--- src/rtl/reorder_buffer_pkg.sv ---
// Shared definitions for the reorder buffer and the blocks that exchange
// ROB tags with it (register status table, reservation stations).
//   TAG_W : ROB tag width; tag 0 means "no producer"
//   DEPTH : number of entries, always 2^TAG_W-1 (tags 1..DEPTH)
//   XLEN  : data width
//   rob_entry_t : per-entry state held by the reorder buffer
package reorder_buffer_pkg;

  localparam int unsigned TAG_W = 4;
  localparam int unsigned DEPTH = 15;
  localparam int unsigned XLEN  = 32;

  typedef struct packed {
    logic            valid;
    logic            ready;
    logic [4:0]      dest;
    logic            writes;
    logic            is_store;
    logic            mispredict;
    logic [XLEN-1:0] value;
  } rob_entry_t;

endpackage

--- src/rtl/reorder_buffer_rob_ptr.sv ---
// Wrap-around ROB pointer covering 1..PTR_MAX; 0 is never produced.
//   clk, reset : clock, synchronous active-high reset (pointer -> 1)
//   inc        : advance by one, wrapping PTR_MAX -> 1
//   clear      : return to 1 (takes priority over inc)
//   ptr        : current pointer value
module rob_ptr
  import reorder_buffer_pkg::*;
#(
  parameter int unsigned PTR_W   = TAG_W,
  parameter int unsigned PTR_MAX = DEPTH
) (
  input  logic             clk,
  input  logic             reset,
  input  logic             inc,
  input  logic             clear,
  output logic [PTR_W-1:0] ptr
);

  always_ff @(posedge clk) begin
    if (reset || clear) begin
      ptr <= PTR_W'(1);
    end else if (inc) begin
      ptr <= (ptr == PTR_W'(PTR_MAX)) ? PTR_W'(1) : ptr + PTR_W'(1);
    end
  end

endmodule

--- src/rtl/reorder_buffer.sv ---
// Circular reorder buffer between issue and commit.
//   issue_*  : allocate the tail entry; issue_ROB is the tag handed out
//   cdb_*    : completion broadcast, marks an entry ready with its result
//   rd_*     : operand lookup by tag, with same-cycle CDB forwarding
//   commit_*, RegWrite, mem_write : in-order retirement of the head entry
//   flush    : head retires a mispredicted branch; all state clears next edge
module reorder_buffer
  import reorder_buffer_pkg::*;
(
  input  logic             clk,
  input  logic             reset,
  input  logic             issue_valid,
  input  logic [4:0]       issue_dest,
  input  logic             issue_writes,
  input  logic             issue_is_store,
  output logic             issue_ready,
  output logic [TAG_W-1:0] issue_ROB,
  input  logic             cdb_valid,
  input  logic [TAG_W-1:0] cdb_ROB,
  input  logic [XLEN-1:0]  cdb_value,
  input  logic             cdb_mispredict,
  input  logic [TAG_W-1:0] rd_tag_j,
  input  logic [TAG_W-1:0] rd_tag_k,
  output logic             rd_ready_j,
  output logic             rd_ready_k,
  output logic [XLEN-1:0]  rd_value_j,
  output logic [XLEN-1:0]  rd_value_k,
  output logic             commit_valid,
  output logic [TAG_W-1:0] commit_ROB,
  output logic [4:0]       commit_dest,
  output logic [XLEN-1:0]  commit_value,
  output logic             RegWrite,
  output logic             mem_write,
  output logic             flush
);

  localparam logic [TAG_W-1:0] FULL = TAG_W'(DEPTH);

  // Index 0 exists only so a TAG_W-bit tag indexes directly; it is never
  // allocated and therefore never valid.
  rob_entry_t       rob [DEPTH+1];
  rob_entry_t       head_e;
  logic [TAG_W-1:0] head;
  logic [TAG_W-1:0] tail;
  logic [TAG_W-1:0] count;
  logic             alloc;
  logic             cdb_wr;

  assign head_e       = rob[head];
  assign commit_valid = head_e.valid & head_e.ready;
  assign flush        = commit_valid & head_e.mispredict;
  assign issue_ready  = (count < FULL) & ~flush;
  assign issue_ROB    = tail;
  assign alloc        = issue_valid & issue_ready;
  assign cdb_wr       = cdb_valid & (cdb_ROB != '0) & rob[cdb_ROB].valid;

  assign commit_ROB   = commit_valid ? head : '0;
  assign commit_dest  = commit_valid ? head_e.dest : '0;
  assign commit_value = commit_valid ? head_e.value : '0;
  assign RegWrite     = commit_valid & head_e.writes & (head_e.dest != '0);
  assign mem_write    = commit_valid & head_e.is_store;

  // Returns {ready, value}. A live CDB broadcast to the tag wins over the
  // stored value so a dependent can issue in the completion cycle.
  function automatic logic [XLEN:0] operand(input rob_entry_t e,
                                            input logic [TAG_W-1:0] tag,
                                            input logic hit,
                                            input logic [XLEN-1:0] cval);
    if (tag == '0 || !e.valid) return '0;
    if (hit) return {1'b1, cval};
    if (e.ready) return {1'b1, e.value};
    return '0;
  endfunction

  assign {rd_ready_j, rd_value_j} =
    operand(rob[rd_tag_j], rd_tag_j, cdb_valid && (cdb_ROB == rd_tag_j), cdb_value);
  assign {rd_ready_k, rd_value_k} =
    operand(rob[rd_tag_k], rd_tag_k, cdb_valid && (cdb_ROB == rd_tag_k), cdb_value);

  rob_ptr #(.PTR_W(TAG_W), .PTR_MAX(DEPTH)) u_head (
    .clk   (clk),
    .reset (reset),
    .inc   (commit_valid),
    .clear (flush),
    .ptr   (head)
  );

  rob_ptr #(.PTR_W(TAG_W), .PTR_MAX(DEPTH)) u_tail (
    .clk   (clk),
    .reset (reset),
    .inc   (alloc),
    .clear (flush),
    .ptr   (tail)
  );

  // Head and tail coincide only when empty (head invalid, so no commit or
  // CDB write there) or full (no allocation), so the three writes below
  // never collide on the same field.
  always_ff @(posedge clk) begin
    if (reset || flush) begin
      for (int unsigned i = 0; i <= DEPTH; i++) rob[i] <= '0;
      count <= '0;
    end else begin
      if (cdb_wr) begin
        rob[cdb_ROB].ready      <= 1'b1;
        rob[cdb_ROB].value      <= cdb_value;
        rob[cdb_ROB].mispredict <= cdb_mispredict;
      end
      if (commit_valid) rob[head].valid <= 1'b0;
      if (alloc) begin
        rob[tail] <= '{valid: 1'b1, ready: 1'b0, dest: issue_dest,
                       writes: issue_writes, is_store: issue_is_store,
                       mispredict: 1'b0, value: '0};
      end
      case ({alloc, commit_valid})
        2'b10:   count <= count + TAG_W'(1);
        2'b01:   count <= count - TAG_W'(1);
        default: count <= count;
      endcase
    end
  end

endmodule

--- config.mk ---
export PLATFORM = sky130hd
export DESIGN_NAME = reorder_buffer
export DESIGN_NICKNAME = d
export VERILOG_FILES = /design/src/rtl/reorder_buffer_pkg.sv /design/src/rtl/reorder_buffer_rob_ptr.sv /design/src/rtl/reorder_buffer.sv
export SDC_FILE = /design/constraint.sdc
export NUM_CORES = 1
export LEC_CHECK = 0
export CELL_PAD_IN_SITES_DETAIL_PLACEMENT = 1
export CELL_PAD_IN_SITES_GLOBAL_PLACEMENT = 2
export CORE_ASPECT_RATIO = 0.6
export CORE_UTILIZATION = 44
export CTS_BUF_LIST = sky130_fd_sc_hd__clkbuf_8
export DETAILED_ROUTE_END_ITERATION = 12
export PLACE_DENSITY = 0.81
export SLEW_MARGIN = 20
export SYNTH_ARGS = -nofsm -noshare
export SYNTH_HDL_FRONTEND = slang
export SYNTH_SLANG_ARGS = --single-unit
export TNS_END_PERCENT = 10
--- constraint.sdc ---
create_clock -name clk -period 4.2 [get_ports clk]
set_input_delay 0.42 -clock clk [delete_from_list [all_inputs] [get_ports clk]]
set_output_delay 0.42 -clock clk [all_outputs]
set_load 0.005 [all_outputs]
==> results.json, run 1 <==
{
  "dieWidth_um": 386,
  "grt_pass1_vias": 33600,
  "min_from": "cdb_value[26]",
  "critPathCaptureType": "output pin",
  "ys_ff_latch": 688,
  "io_buffers": 171,
  "reg2reg_depth": 11,
  "holdWs_ns": 0.395,
  "place.gp.congestion": 0.935,
  "dp_hpwl_um": 99900,
  "max_freq_mhz": 243,
  "cp.arrival_ns": 3.70,
  "finClkSkew_ns": 0.0322,
  "peakVddDrop_mv": 0.198,
  "hold_viol": 0,
  "ant_nets": 0,
  "setup_viol": 0,
  "status": "finished, final reports clean",
  "worst_path_most_repeated_cell": "mux4_2",
  "drive_gt1_share_pct": 27.0,
  "ys_seq_area_share_pct": 38.3,
  "criticalPathCategory": "reg -> out",
  "grt_antenna_before_repair": 5,
  "cp_max_fo": 10,
  "fin_tns_setup_ns": 0,
  "grtUsageTotal_pct": 36.8,
  "clk_path_buf_depth": 3,
  "postPlaceCellArea_mm2": 0.0419,
  "synthArstFlopShare_pct": 0,
  "synth_edf_count": 112,
  "avgSynthCellArea_um2": 11.7,
  "hold_buffers": 0,
  "vias": 33100,
  "num_rows": 83,
  "core_area_mm2": 0.0865,
  "max_slew_margin_pct": 17.6,
  "critPathSlowestCell": "mux4_2",
  "cts_root_buf": "clkbuf_8",
  "dieArea_mm2": 0.0895,
  "htree_num_levels": 3,
  "wl_per_cell_um": 35.9,
  "crit_buf_inv": 3,
  "initialDrtViolationCount": 4429,
  "max_stage_delay_ns": 0.52,
  "grt_max_degree": 82,
  "r2r_end": "rob[10][18]",
  "ys.warnings.count": 0,
  "wirelength_um": 165000,
  "cts_tree": "built",
  "fin_util_pct": 51.3,
  "cp-start-kind": "flip-flop",
  "fin_area_mm2": 0.0444,
  "drc": 0,
  "path_cells": "buf_12 > buf_16 > mux4_2 > mux4_2 > or4_4 > o211a_1 > clkdlybuf4s50_1",
  "cts_buffers": 110,
  "min_to": "rob[13][26]",
  "critical_path_required_ns": 3.78,
  "start_util_pct": 44.9,
  "ioPinCount": 172,
  "power_density_mw_per_mm2": 317,
  "clk_pin_slew_worst_paths_ns": 0.07,
  "synth.distinct_cells": 68,
  "reg2reg_slack_ns": 0.25,
  "p_leak_nw": 16.1,
  "synth_flop_cell": "dfxtp_1",
  "nets": 3418,
  "clk_latency_ns": 0.82,
  "grt-ovfl-total": 0,
  "hold_depth": 4,
  "synthesis.nets": 3398,
  "fin_crit_ns": 4.12,
  "pre_cts_slack_ns": 0.304,
  "syn2layout_area_growth_pct": 14.2,
  "period_share_pct": 98.0,
  "post-route-worst-setup-slack_ns": 0.0824,
  "firstDrtPassIters": 6,
  "drv_slew": 0,
  "synth_area_mm2": 0.0389,
  "vias_per_cell": 7.22,
  "worstMarginPinSlew_ns": 1.24,
  "path_delay_family": "multiplexers",
  "syn_inst": 3330,
  "die_y_um": 232,
  "grt_pass1_wl_um": 239000,
  "rsz0062_at_grt": "yes",
  "max-cap-violations": 0,
  "min_path_type": "in -> reg",
  "clock_sinks": 688
}
==> layout make-up <==
cell class / instances / area [um^2]
Antenna cell: 3 / 7.51
Clock buffer: 138 / 1900
Clock inverter: 65 / 333
Fill cell: 8821 / 42100
Inverter: 29 / 110
Multi-Input combinational cell: 2211 / 22400
Sequential cell: 688 / 14900
Tap cell: 1147 / 1440
Timing Repair Buffer: 310 / 3350
==> flip-flops by register name, summed over array words and instances, names as in the netlist, named ones only <==
name,count
count,4
u_head.ptr,4
rob,672
u_tail.ptr,4
==> per-layer routing <==
metal / vias to the layer above / global-route usage [%] / routed length (um)
met3: 461 / 12.3 / 21600
met2: 2613 / 51.7 / 69800
li1: 12900 / - / -
met5: - / 1.36 / 181
met4: 4 / 14.0 / 5750
met1: 17200 / 52.1 / 67500
==> worst max-delay path by stage <==
stage / from / endpoint / slack (ns) / cells after the start
finish: flip-flop / RegWrite / 0.08 / 7
global route: flip-flop / commit_value[21] / -0.01 / 10
CTS: flip-flop / commit_value[21] / 0.01 / 7
detailed placement: cdb_ROB[0] / rd_value_j[12] / 0.30 / 8
global placement: cdb_ROB[2] / rd_value_j[7] / 0.33 / 9
floorplan: flip-flop / count[3] / 0.99 / 17
==> per-stage QoR <==
stage               total power [W]  std cells
floorplan                   0.00756       3330
global placement            0.00805       4373
detailed placement          0.00808       4373
CTS                          0.0141       4586
global route                 0.0144       4591
finish                       0.0141       4591
==> power breakdown <==
group	switching (W)	internal [W]	total (W)
sequential	0.0000449	0.00676	0.00680
combinational	0.000825	0.000355	0.00118
clock	0.00304	0.00308	0.00611
total	0.00391	0.0102	0.0141
==> cell usage after synthesis (3+ instances only) <==
cell type  number  share of area (%)
xor2_1          8               0.18
a31o_1          3              0.068
o211ai_1        3              0.058
mux2i_1       134                3.5
clkbuf_1      197                1.9
nand3_1        51               0.66
mux2_2          3              0.087
buf_6           4               0.12
o31ai_1         4              0.077
ha_1           11               0.35
nor3_1          3              0.039
buf_1          60               0.58
nor2_1        153                1.5
nand4_1       101                1.6
mux4_2        539                 31
and2_1         65                1.0
o21ai_0        25               0.32
nand2_1       431                4.2
edfxtp_1      112                8.7
a21oi_1       120                1.5
and3_1        135                2.2
buf_2         134                1.7
or2_2           4              0.064
a211oi_4        6               0.31
and3b_1         3              0.068
a22o_1        199                4.5
nor3_2          5               0.13
xnor2_1         6               0.14
dfxtp_1       576                 30
buf_4           7               0.14
inv_2           8              0.077
nand3b_1        8               0.15
a21o_1          4              0.077
inv_1          20               0.19
o21ai_1       141                1.8
or4_1           3              0.058
==> what timing repair did <==
action	CTS	global route
resized for setup	7	4
cloned	3	1
buffers inserted	7	0
setup endpoints to repair	20	9
==> kinds of logic after synthesis <==
family,Yosys count,share of synthesized area [%]
compound gates,530,9.38
xor+xnor,14,0.316
fa+ha+maj,12,0.406
buf+inv,431,4.74
flops,688,38.3
mux,676,34.8
simple gates,979,12.1
==> layout by cell type (no fill, tap or decap), drive strengths merged, types with 6 or more instances in the layout <==
cell type and n:
and3 135, clkbuf 141, nand4 103, clkinv 35, a22o 199, a21oi 121, and2 65, mux2i 134
inv 57, nand3b 8, edfxtp 112, o21ai 167, nor2 153, nand3 51, xor2 8, nand2 431
ha 11, a211oi 10, clkdlybuf4s50 163, dfxtp 576, xnor2 6, mux4 539, buf 142, nor3 8
==> worst register-to-register path, stage by stage (launching register included) <==
cell	delay [ns]
dfxtp_4	0.43
buf_12	0.13
buf_12	0.13
buf_4	0.15
mux4_2	0.52
nand3b_1	0.15
nand4_2	0.18
buf_4	0.28
a211oi_4	1.01
buf_4	0.59
nand2_1	0.14
o21ai_1	0.16
No activity file was read; power rests on OpenSTA's default activity.
==> run 2, diff against run 1 <==
--- a/config.mk
+++ b/config.mk
@@ -11,7 +11,7 @@
 export CORE_UTILIZATION = 44
 export CTS_BUF_LIST = sky130_fd_sc_hd__clkbuf_8
 export DETAILED_ROUTE_END_ITERATION = 12
-export PLACE_DENSITY = 0.81
+export PLACE_DENSITY = 0.91
 export SLEW_MARGIN = 20
 export SYNTH_ARGS = -nofsm -noshare
 export SYNTH_HDL_FRONTEND = slang
==> run 2 against run 1 <==
  * Sequential share of layout area grew 0.12 points
  * Combinational power about the same
  * Core utilization is 0.18 points lower
  * Die area did not move
  * Clock skew is 0.014 ns higher
  * Total power decreased by 1.6%
  * Highest routed layer is now met4
  * First-iteration DRC count is 16% higher
  * Count of clock-buffer cells in the layout fell by 1
  * Fmax fell by 1.0%
  * Sequential cell count did not move
  * Global-route usage is 0.34 points lower
  * Critical endpoint is now commit_value[0]
  * Critical path depth is 2 lower
==> results.json, run 2 (same netlist as run 1, synthesis figures left out) <==
{
  "drc": 0,
  "grt_pass1_vias": 34100,
  "clock_sinks": 688,
  "hold_viol": 0,
  "max-cap-violations": 0,
  "ioPinCount": 172,
  "finClkSkew_ns": 0.0463,
  "switching_power_w": 0.00379,
  "grt_antenna_before_repair": 4,
  "intPower_w": 0.0101,
  "critPathCaptureType": "output pin",
  "cts_buffers": 104,
  "worstMarginPinSlew_ns": 1.22,
  "setup_viol": 0,
  "drv_slew": 0,
  "switching_share_pct": 27.3,
  "clk_path_buf_depth": 3,
  "ant_nets": 0,
  "status": "finished, final reports clean",
  "clk_pin_slew_worst_paths_ns": 0.07,
  "dp_hpwl_um": 101000,
  "num_rows": 83,
  "wl_per_cell_um": 35.5,
  "min_path_type": "in -> reg",
  "firstDrtPassIters": 6,
  "cp-start-kind": "flip-flop",
  "clkPwrFrac_pct": 42.4,
  "wirelength_um": 163000,
  "grt_pass1_wl_um": 239000,
  "dieWidth_um": 386,
  "mostFrequentLayoutCells": "dfxtp_1, mux4_2, nand2_1, a22o_1, clkdlybuf4s50_1",
  "vias_per_cell": 7.26,
  "power_density_mw_per_mm2": 313,
  "clk_latency_ns": 0.80,
  "io_buffers": 171,
  "syn2layout_area_growth_pct": 13.8,
  "fin_crit_ns": 4.16,
  "criticalPathCategory": "reg -> out",
  "initialDrtViolationCount": 5134,
  "hold_buffers": 0,
  "grt-ovfl-total": 0,
  "grtUsageTotal_pct": 36.5,
  "grt_max_degree": 73,
  "dieArea_mm2": 0.0895,
  "cts_tree": "built",
  "nets": 3426,
  "dr_wl_met3_um": 23800,
  "rsz0062_at_grt": "yes",
  "vias": 33300,
  "max_freq_mhz": 240,
  "drive_gt1_share_pct": 26.8,
  "fin_area_mm2": 0.0442,
  "cts_root_buf": "clkbuf_8",
  "place.gp.congestion": 0.952,
  "p_leak_nw": 16.0,
  "cp.arrival_ns": 3.74,
  "largest_reg_flops": 672,
  "htree_num_levels": 3,
  "cp_max_fo": 72,
  "m1WireLength_um": 63800,
  "max_slew_margin_pct": 18.6,
  "start_util_pct": 44.9,
  "largest-register": "rob",
  "postPlaceCellArea_mm2": 0.0420,
  "critical_path_required_ns": 3.78,
  "die_y_um": 232,
  "layout_commonest_cell": "dfxtp_1",
  "core_area_mm2": 0.0865,
  "wl_met2_um": 68600,
  "fin_util_pct": 51.1,
  "period_share_pct": 99.0,
  "top_layer": "met4",
  "seq_power_share_pct": 49.0,
  "peakVddDrop_mv": 0.241,
  "power_frac_comb_pct": 8.6
}
run 2: changes by cell type in the layout (fill, tap and decap cells not counted), sizes merged:
cell and delta:
bufbuf -2, clkinvlp +3, bufinv -1, inv +3, buf +17, clkbuf -2
clkinv -23, diode +2
run 2: worst paths after layout:
path | startpoint | cells after the start | to | slack (ns)
setup / recovery | flip-flop | 5 | commit_value[0] | 0.04
hold / removal | cdb_value[19] | 4 | rob[13][19] | 0.42
setup reg to reg | flip-flop | 12 | rob[1][21] | 0.44
hold reg to reg | rob[12][32] | 2 | rob[12][32] | 0.46
run 2: critical path: stages (launching register included):
cell	delay (ns)
dfxtp_4	0.60
buf_12	0.48
mux4_2	0.58
mux4_2	0.50
and2_1	0.27
clkdlybuf4s50_1	0.49
run 2: power by group through the flow:
stage	clock network [W]	registers [W]	logic, W
after global placement	0	0.00694	0.00111
after detailed placement	0	0.00694	0.00115
final	0.00588	0.00680	0.00119
after CTS	0.00588	0.00680	0.00115
after floorplan	0	0.00692	0.000639
after global routing	0.00615	0.00680	0.00121
run 2: layout make-up:
| cell class | count | area (um^2) |
|---|---|---|
| flip-flops and latches | 688 | 14900 |
| clock inverters | 47 | 225 |
| repair buffers | 324 | 3330 |
| inverters | 29 | 110 |
| diodes | 5 | 12.5 |
| multi-input cells | 2211 | 22300 |
| well taps | 1147 | 1440 |
| fillers | 8870 | 42300 |
| clock buffers | 137 | 1890 |
run 2: per-layer routing:
metal | global-route usage (%) | up-vias
li1 | - | 12900
met1 | 50.7 | 17100
met2 | 51.3 | 2849
met3 | 13.4 | 480
met4 | 14.5 | 0
met5 | 0 | -
run 2: per-stage QoR:
step	cells	setup TNS [ns]	power [W]	hold slack [ns]	setup WS, ns
after detailed placement	4394	0	0.00809	0.442	0.340
final	4588	0	0.0139	0.422	0.0405
after global placement	4389	0	0.00805	0.432	0.397
after CTS	4582	0	0.0138	0.371	0.0260
after floorplan	3330	0	0.00756	0.425	0.988
after global routing	4585	-0.0218	0.0142	0.443	-0.0218
run 2: repair_timing:
| item | CTS | global route |
|---|---|---|
| buffers inserted | 4 | 0 |
| resized for setup | 1 | 3 |
| endpoints found under the setup margin | 33 | 4 |
| hold endpoints to repair | 0 | 0 |
